## src/rtl/mem_access_ctrl.sv

```systemverilog
// mem_access_ctrl: sequences one load/store at a time between EX/MEM and data memory, flagging faults.
// Optional MEM_PERF_CNT_EN adds load/store/fault/busy performance counters.
module mem_access_ctrl #(
    parameter int READ_LATENCY = 1,
    parameter int MEM_BYTES    = 2048
) (
    input  logic        clk,
    input  logic        rst,
    input  logic        req_valid,
    output logic        req_ready,
    input  logic        req_we,
    input  logic        req_re,
    input  logic [63:0] req_addr,
    input  logic [63:0] req_wdata,
    input  logic [2:0]  req_func3,
    input  logic [4:0]  req_rd,
    output logic        dmem_we,
    output logic        dmem_re,
    output logic [63:0] dmem_addr,
    output logic [63:0] dmem_data,
    output logic [2:0]  dmem_func3,
    input  logic [63:0] dmem_rdata,
    output logic        wb_valid,
    output logic [4:0]  wb_rd,
    output logic [63:0] wb_data,
    output logic        exc_valid,
    output logic [3:0]  exc_cause,
    output logic [63:0] exc_addr
`ifdef MEM_PERF_CNT_EN
    ,
    output logic [31:0] perf_loads,
    output logic [31:0] perf_stores,
    output logic [31:0] perf_faults,
    output logic [31:0] perf_busy
`endif
);
    typedef enum logic [2:0] {IDLE, STORE, LOAD_WAIT, RESP, EXC} state_t;

    state_t      state_q, state_d;
    logic [1:0]  cnt_q, cnt_d;
    logic [63:0] addr_q, addr_d, data_q, data_d, wb_data_q, wb_data_d, exc_addr_q, exc_addr_d;
    logic [2:0]  func3_q, func3_d;
    logic [4:0]  rd_q, rd_d;
    logic [3:0]  cause_q, cause_d;
    logic [1:0]  sz;
    logic [2:0]  mask;
    logic [3:0]  nbytes;
    logic        mis, oor, acc, acc_st, acc_ld, acc_flt, rd_done;

    // Alignment mask has one bit per low address bit the access size must leave clear.
    always_comb begin
        sz      = req_func3[1:0];
        mask    = {&sz, sz[1], |sz};
        nbytes  = 4'd1 << sz;
        mis     = |(req_addr[2:0] & mask);
        oor     = ({1'b0, req_addr} + {61'd0, nbytes}) > 65'(MEM_BYTES);
        acc     = req_valid && state_q == IDLE && (req_we || req_re);
        acc_flt = acc && (mis || oor);
        acc_st  = acc && !acc_flt && req_we;
        acc_ld  = acc && !acc_flt && !req_we;
        rd_done = state_q == LOAD_WAIT && cnt_q == 2'(READ_LATENCY);
    end

    always_ff @(posedge clk or posedge rst) begin
        if (rst) begin
            state_q    <= IDLE;
            cnt_q      <= '0;
            addr_q     <= '0;
            data_q     <= '0;
            func3_q    <= '0;
            rd_q       <= '0;
            wb_data_q  <= '0;
            cause_q    <= '0;
            exc_addr_q <= '0;
        end else begin
            state_q    <= state_d;
            cnt_q      <= cnt_d;
            addr_q     <= addr_d;
            data_q     <= data_d;
            func3_q    <= func3_d;
            rd_q       <= rd_d;
            wb_data_q  <= wb_data_d;
            cause_q    <= cause_d;
            exc_addr_q <= exc_addr_d;
        end
    end

    always_comb begin
        state_d = state_q;
        case (state_q)
            IDLE:      state_d = acc_flt ? EXC : acc_st ? STORE : acc_ld ? LOAD_WAIT : IDLE;
            LOAD_WAIT: state_d = rd_done ? RESP : LOAD_WAIT;
            default:   state_d = IDLE;
        endcase
        cnt_d      = acc_ld ? 2'd0 : state_q == LOAD_WAIT ? cnt_q + 2'd1 : cnt_q;
        addr_d     = (acc_st || acc_ld) ? req_addr : addr_q;
        func3_d    = (acc_st || acc_ld) ? req_func3 : func3_q;
        data_d     = acc_st ? req_wdata : data_q;
        rd_d       = acc_ld ? req_rd : rd_q;
        wb_data_d  = rd_done ? dmem_rdata : wb_data_q;
        cause_d    = acc_flt ? {2'b01, req_we, !mis} : cause_q;
        exc_addr_d = acc_flt ? req_addr : exc_addr_q;
    end

    always_comb begin
        req_ready  = state_q == IDLE;
        dmem_we    = state_q == STORE;
        dmem_re    = state_q == LOAD_WAIT;
        wb_valid   = state_q == RESP;
        exc_valid  = state_q == EXC;
        dmem_addr  = addr_q;
        dmem_data  = data_q;
        dmem_func3 = func3_q;
        wb_rd      = rd_q;
        wb_data    = wb_data_q;
        exc_cause  = cause_q;
        exc_addr   = exc_addr_q;
    end

`ifdef MEM_PERF_CNT_EN
    logic [31:0] loads_q, stores_q, faults_q, busy_q;

    always_ff @(posedge clk or posedge rst) begin
        if (rst) begin
            loads_q  <= '0;
            stores_q <= '0;
            faults_q <= '0;
            busy_q   <= '0;
        end else begin
            loads_q  <= loads_q + 32'(acc_ld);
            stores_q <= stores_q + 32'(acc_st);
            faults_q <= faults_q + 32'(acc_flt);
            busy_q   <= busy_q + 32'(state_q != IDLE);
        end
    end

    assign perf_loads  = loads_q;
    assign perf_stores = stores_q;
    assign perf_faults = faults_q;
    assign perf_busy   = busy_q;
`endif
endmodule

```

## config.mk

```make
export PLATFORM = sky130hd
export DESIGN_NAME = mem_access_ctrl
export DESIGN_NICKNAME = d
export VERILOG_FILES = /design/src/rtl/mem_access_ctrl.sv
export SDC_FILE = /design/constraint.sdc
export NUM_CORES = 1
export LEC_CHECK = 0
export ABC_AREA = 0
export CORE_AREA = 2 2 184 186
export CTS_BUF_LIST = sky130_fd_sc_hd__clkbuf_4 sky130_fd_sc_hd__clkbuf_8
export DETAILED_ROUTE_END_ITERATION = 10
export DIE_AREA = 0 0 186 188
export GPL_ROUTABILITY_DRIVEN = 0
export HOLD_SLACK_MARGIN = 0.08
export PLACE_DENSITY = 0.7
export RECOVER_POWER = 100
export SYNTH_ARGS = -nofsm -noshare
export SYNTH_HDL_FRONTEND = slang
export SYNTH_SLANG_ARGS = --single-unit
```

## constraint.sdc

```tcl
create_clock -name clk -period 9.9 [get_ports clk]
set_clock_uncertainty 0.15 [all_clocks]
set_input_delay 1.98 -clock clk [delete_from_list [all_inputs] [get_ports clk]]
set_output_delay 1.98 -clock clk [all_outputs]
set_load 0.02 [all_outputs]
```

==> results by group, run 1 <==
Setup path
  – CP Max Fanout: 24
  – Critical Path RT: 10.19 ns
  – Crit path top cell by count: nand4_1
  – Type of origin of the critical path: primary input
  – Buf+Inv Stages, Crit Path: 2
  – Crit path max-delay family: simple AND/OR/NAND/NOR gates
  – Critical path type: primary input to flop
  – Slowest CP cell: clkbuf_1
  – Max incr delay on CP: 1.11 ns
  – CP Cell Sequence: dlygate4sd3_1 -> nor2_1 -> ha_1 -> fa_1 -> a211oi_1 -> nor3_1 -> nand4_1 -> o31a_1 -> nor4_1 -> nand4_1 -> o21bai_1 -> clkbuf_1 -> mux2_2
  – Critical Path End Type: flop
  – Worst EP arrival: 8.20 ns

STA
  – Final hold violations: 0
  – Unrepaired setup endpoints after global routing: false
  – Max Transition Viols Final: 216
  – Final WS setup: 1.996 ns
  – Achievable Freq: 0.1265 GHz
  – Setup Viol. Count Final: 0
  – Setup TNS: 0 ns
  – Actual slew at the worst max-slew pin: 4.772 ns
  – Slew HR: -2.199
  – Final period util: 0.7984
  – Fin crit period: 7.904 ns
  – WHS: 0.3153 ns

Yosys
  – Synth cell types: 66
  – Synth Instances: 876
  – Number of synthesized flops with an enable pin: 0
  – Mean area per synthesized cell: 13.58 um^2
  – Largest family of logic cells by synthesized area: multiplexers
  – Syn Nets: 1088
  – Warning count from the yosys run: 0
  – Seq/Total Area, Yosys: 0.5721
  – Post-Syn Area: 0.01190 mm^2
  – Simple-gate share of the synthesized area: 0.1168
  – Yosys reg bits: 272
  – Synth Area in Adders: 0.007992
  – FFs w/ async S/R, synth: 1.000
  – Compound-cell area share of the yosys netlist: 0.03723
  – Synth Area in XOR/XNOR: 0.01914
  – Post-synthesis mux area share: 0.2241
  – Predominant post-synthesis flop cell: dfrtp_1

Global routing
  – Largest net degree at the start of global routing: 165
  – First-pass GRT wire length: 56660 um
  – Total gr overflow: 0
  – Tot GR Track Use: 0.2103
  – Vias in the first global route: 9679
  – Initial antenna violation count: 0

Power
  – Lkg Pwr: 0.008775 uW
  – P per Cell Area: 151.7 mW/mm^2
  – Peak supply drop: 0.09755 mV

Status
  – Run status: finished, violations left
  – Violated checks: capacitance limit, slew limit

Place
  – Placed Cells: 1770
  – Detailed Place HPWL: 27020 um
  – Worst slack, placed: 2.448 ns
  – Port Buf Inserts: 476

Routing
  – Avg Vias per Cell: 4.924
  – Routed wire length: 36970 um
  – WL/cell: 19.89 um
  – Routed Antenna Nets: 0
  – Starting DRT DRC Count: 482
  – Detailed-router iteration count before antenna repair: 5
  – Residual DRC: 0
  – Vias after detailed routing: 9154

Clock tree
  – H-tree levels: 2
  – CTS buffer count: 49
  – Post-CTS Resized: 0
  – Reg clk slew, reported paths: 0.06 ns
  – Clock sink total: 272
  – Post-CTS setup buffers: 0
  – Worst-Skew Late Latency: 0.58 ns
  – CTS Buffer Depth: 3
  – Post-CTS Hold Fix Bufs: 0
  – Clk root buf: clkbuf_8
  – CTS tree: yes

Final layout
  – Layout cells sized above 1: 0.1957
  – Area delta synth->final: 51.21%
  – Fin cells: 1859
  – NumNets Final: 1585

Die
  – # rows: 67
  – Die Y-Extent: 188 um
  – # IOs: 478
  – Die width: 186 um
  – Core box area: 0.03311 mm^2
  – Die area: 0.03497 mm^2
  – Starting density of the core: 0.3593

Job
  – Max Cap Violations: 3

Min path
  – Hold Crit Class: flop to flop
## layout make-up
type                       instances  area [um^2]
fill                            2893        15120
sequential                       272         6807
timing repair buffer             483         4811
multi-input combinational        551         4641
clock buffer                      83         1049
tap                              448        560.5
inverter                          16        61.31
clock inverter                     5        60.06
antenna                            1        2.502
## metal layers
metal  track usage  up-vias  part of all wire
met5             0        -                 0
met4       0.07329        0             0.029
met3       0.07283       75             0.099
met2        0.3450      434              0.48
met1        0.2561     4480              0.39
li1              -     4165                 -
## metrics by stage
step / total power (uW) / area [um^2] / util
floorplan: 1371 / 11900 / -
global placement: 1604 / 17110 / 0.5168
detailed placement: 1609 / 17110 / 0.5168
CTS: 2797 / 18220 / 0.5502
global route: 2852 / 17990 / 0.5432
finish: 2730 / 17990 / 0.5433
## registers in the layout (all words and copies together) (netlist names)
name	cells
exc_cause	3
wb_rd	5
dmem_addr	64
state_q	3
dmem_data	64
wb_data	64
dmem_func3	3
cnt_q	2
exc_addr	64
## Yosys cell counts (all sizes together), types with 3 or more instances
library cell	n	share of area
a2111oi	3	0.0022
a211oi	4	0.0025
a21oi	11	0.0046
a31oi	3	0.0016
a41o	3	0.0025
and2	4	0.0021
and3	8	0.0042
and4	3	0.0022
buf	23	0.013
clkbuf	14	0.0044
dfrtp	272	0.57
ha	6	0.0063
inv	16	0.0050
mux2	216	0.22
mux2i	5	0.0042
nand2	23	0.0073
nand3	31	0.013
nand4	30	0.018
nor2	24	0.0076
nor2b	54	0.028
nor3	20	0.0097
nor3b	4	0.0025
nor4	13	0.0084
o21ai	12	0.0050
o31ai	5	0.0032
or2	3	0.0016
or3	5	0.0026
xnor2	8	0.0059
xor2	18	0.013
## logic make-up (layout without fill, tap and decap cells)
| kind of cell | after synthesis | count (layout) |
|---|---|---|
| other | 1 | 2 |
| xor gates and xnor gates | 26 | 26 |
| and+or+nand+nor | 234 | 234 |
| muxes | 221 | 221 |
| DFF | 272 | 272 |
| buffers and inverters | 53 | 587 |
| adders and majority gates | 7 | 7 |
| AOI/OAI and AO/OA | 62 | 62 |
## report_power, final
group / internal (uW) / leakage [uW] / total [uW] / switching, uW
Sequential: 1160 / 0.00364 / 1180 / 21.8
Clock: 691 / 0.000590 / 1170 / 474
Combinational: 192 / 0.00455 / 381 / 189
## final timing paths
path / from / end / slack (ns) / cells after the start
max: req_func3[0] / exc_addr[60] / 2.00 / 13
min: exc_cause[2] / exc_cause[2] / 0.32 / 1
max reg2reg: state_q[2] / wb_data[37] / 5.06 / 4
min reg2reg: exc_cause[2] / exc_cause[2] / 0.32 / 1
max in group asynchronous: rst / wb_data[58] / 4.20 / 3
min in group asynchronous: rst / dmem_data[24] / 3.16 / 2
## worst reg2reg max path: stages, from the launching register on
cell and delay, ns:
dfrtp_1 0.41, nor3b_1 0.57, and2_2 0.25, clkbuf_1 2.65
mux2_2 0.72
## layout by cell type, fill, tap and decap left out, drive strengths merged, types with 17 or more instances in the layout
cell           count
dlygate4sd3      274
dfrtp            272
mux2             216
clkdlybuf4s50    202
clkbuf            88
nor2b             54
nand3             31
nand4             30
nor2              24
nand2             23
nor3              20
xor2              18
inv               17
Note: power is estimated with default switching activity, not from simulation.
==> run 2: changes to the inputs <==
CORE_AREA = 2 2 187 189   (was 2 2 184 186)
DIE_AREA = 0 0 189 191   (was 0 0 186 188)
PLACE_DENSITY = 0.66   (was 0.7)
clock period = 8.2 ns   (was 9.9 ns; I/O delays follow)
==> results by group, run 2 (synthesis gave the netlist of run 1 again) <==
Setup path
  – Max incr delay on CP: 1.19 ns (was 1.11 ns)
  – R2R setup slack: 3.32 ns (was 5.06 ns)
  – Slowest CP cell: or4_2 (was clkbuf_1)
  – CP Cell Sequence: dlygate4sd3_1 -> nor2_1 -> ha_1 -> fa_1 -> a211oi_1 -> nor3_1 -> clkbuf_1 -> and2_0 -> a2111oi_0 -> a21oi_1 -> nor3_1 -> nand4_1 -> or4_2 -> clkbuf_1 -> mux2_1 (was dlygate4sd3_1 -> nor2_1 -> ha_1 -> fa_1 -> a211oi_1 -> nor3_1 -> nand4_1 -> o31a_1 -> nor4_1 -> nand4_1 -> o21bai_1 -> clkbuf_1 -> mux2_2)
  – CP Max Fanout: 52 (was 24)
  – Worst EP arrival: 7.14 ns (was 8.20 ns)
  – Crit path max-delay family: simple AND/OR/NAND/NOR gates (unchanged)
  – Critical Path RT: 8.48 ns (was 10.19 ns)
  – Critical path type: primary input to flop (unchanged)
  – Buf+Inv Stages, Crit Path: 3 (was 2)
  – Critical Path End Type: flop (unchanged)
  – Type of origin of the critical path: primary input (unchanged)

Global routing
  – Initial antenna violation count: 1 (was 0)
  – Tot GR Track Use: 0.2007 (was 0.2103)
  – First-pass GRT wire length: 56660 um (unchanged)
  – Vias in the first global route: 9487 (was 9679)
  – Largest net degree at the start of global routing: 156 (was 165)
  – Total gr overflow: 0 (unchanged)

Clock tree
  – CTS buffer count: 48 (was 49)
  – CTS Buffer Depth: 3 (unchanged)
  – Post-CTS setup buffers: 0 (unchanged)
  – Clock sink total: 272 (unchanged)
  – Post-CTS Hold Fix Bufs: 0 (unchanged)
  – Clk root buf: clkbuf_8 (unchanged)
  – H-tree levels: 2 (unchanged)
  – Reg clk slew, reported paths: 0.06 ns (about the same)
  – Post-CTS Resized: 0 (unchanged)
  – Worst-Skew Late Latency: 0.56 ns (was 0.58 ns)
  – CTS tree: yes (unchanged)

Final layout
  – Area delta synth->final: 51.09% (was 51.21%)
  – NumNets Final: 1590 (was 1585)
  – Commonest non-fill, non-tap cell in the layout: dlygate4sd3_1 (unchanged)
  – # fillers: 3000 (was 2893)
  – Commonest non-fill, non-tap cells in the layout: dlygate4sd3_1 (274), dfrtp_1 (272), clkdlybuf4s50_1 (202) (unchanged)
  – Final Cell Area: 0.01798 mm^2 (was 0.01799 mm^2)
  – Layout cells sized above 1: 0.1965 (was 0.1957)

STA
  – Fin crit period: 6.858 ns
  – Actual slew at the worst max-slew pin: 3.261 ns (was 4.772 ns)
  – Setup TNS: 0 ns (unchanged)
  – Setup Viol. Count Final: 0 (unchanged)
  – Unrepaired setup endpoints after global routing: false (unchanged)
  – Slew HR: -1.174 (was -2.199)
  – Final hold violations: 0 (unchanged)
  – Achievable Freq: 0.1458 GHz
  – Final period util: 0.8363
  – Max Transition Viols Final: 324 (was 216)

Routing
  – Vias after detailed routing: 9197 (was 9154)
  – Routed wire length: 36990 um (was 36970 um)
  – WL/cell: 19.82 um (was 19.89 um)
  – Starting DRT DRC Count: 540 (was 482)
  – Residual DRC: 0 (unchanged)
  – Avg Vias per Cell: 4.929 (was 4.924)
  – Detailed-router iteration count before antenna repair: 5 (unchanged)
  – Routed Antenna Nets: 0 (unchanged)

Status
  – Violated checks: capacitance limit, slew limit (unchanged)
  – Run status: finished, violations left (unchanged)

Die
  – Die area: 0.03610 mm^2 (was 0.03497 mm^2)
  – Die Y-Extent: 191 um (was 188 um)
  – Die width: 189 um (was 186 um)
  – Starting density of the core: 0.3487 (was 0.3593)
  – # IOs: 478 (unchanged)
  – Core box area: 0.03412 mm^2 (was 0.03311 mm^2)
  – # rows: 68 (was 67)

Min path
  – Hold Crit Class: flop to flop (unchanged)

Place
  – Detailed Place HPWL: 27310 um (was 27020 um)
  – Port Buf Inserts: 476 (unchanged)
  – DP Area: 0.01717 mm^2 (was 0.01711 mm^2)

Power
  – Lkg Pwr: 0.008763 uW (was 0.008775 uW)
  – Peak supply drop: 0.1121 mV (was 0.09755 mV)
  – P per Cell Area: 179.1 mW/mm^2 (was 151.7 mW/mm^2)

Job
  – Max Cap Violations: 4 (was 3)
==> run 2: changes by cell type in the layout (fill, tap and decap cells not counted), moves of 2 or more <==
| cell | before | now |
|---|---|---|
| mux2_1 | 49 | 46 |
| clkbuf_8 | 68 | 65 |
| clkinv_2 | 2 | 5 |
| mux2_4 | 0 | 3 |
| clkbuf_1 | 5 | 7 |
| clkbuf_4 | 15 | 10 |
| clkbuf_2 | 0 | 2 |
==> run 2: path summary, 6_finish.rpt <==
kind                                    from             to  cells after the start
worst min register to register  exc_cause[2]   exc_cause[2]                      1
worst min-delay path            exc_cause[2]   exc_cause[2]                      1
worst max register to register    state_q[2]    wb_data[59]                      4
max in group asynchronous                rst   exc_addr[33]                      4
min in group asynchronous                rst  dmem_addr[50]                      2
worst max-delay path            req_func3[0]  dmem_data[12]                     15
==> run 2: report_power, final <==
part           leakage (uW)  switching [uW]  total [uW]  internal [uW]
Clock              0.000547             552        1330            775
Combinational       0.00458             230         463            233
Sequential          0.00364            26.5        1430           1400
==> run 2: per-stage QoR <==
stage / cells / util / setup WS (ns) / power (uW) / hold slack [ns]
after detailed placement: 1783 / 0.5034 / 1.370 / 1948 / 0.3083
after floorplan: 876 / - / 2.815 / 1656 / 0.3814
after global placement: 1783 / 0.5034 / 1.524 / 1942 / 0.3028
after CTS: 1865 / 0.5337 / 1.973 / 3301 / 0.3233
final: 1866 / 0.5269 / 1.342 / 3219 / 0.3151
after global routing: 1866 / 0.5269 / 0.8863 / 3368 / 0.3602
==> run 2: layer usage <==
metal | vias up | wire length, um | global-route usage
li1 | 4181 | - | -
met1 | 4541 | 14970 | 0.2552
met2 | 400 | 17940 | 0.3269
met3 | 75 | 3013 | 0.05838
met4 | 0 | 1072 | 0.06971
met5 | - | 0 | 0
==> run 2: final cells by class <==
type                       instances  area [um^2]  area share
antenna                            1        2.502   0.0001392
clock buffer                      74        962.2     0.05353
clock inverter                     8        71.32    0.003967
inverter                          16        61.31    0.003411
multi-input combinational        551         4659      0.2592
sequential                       272         6807      0.3786
tap                              455        569.3     0.03167
timing repair buffer             489         4843      0.2694
==> run 2: worst register-to-register path, stage by stage, from the launching register on <==
cell,delay [ns]
dfrtp_1,0.42
nor3b_1,0.56
and2_0,0.71
clkbuf_1,2.33
mux2_2,0.59
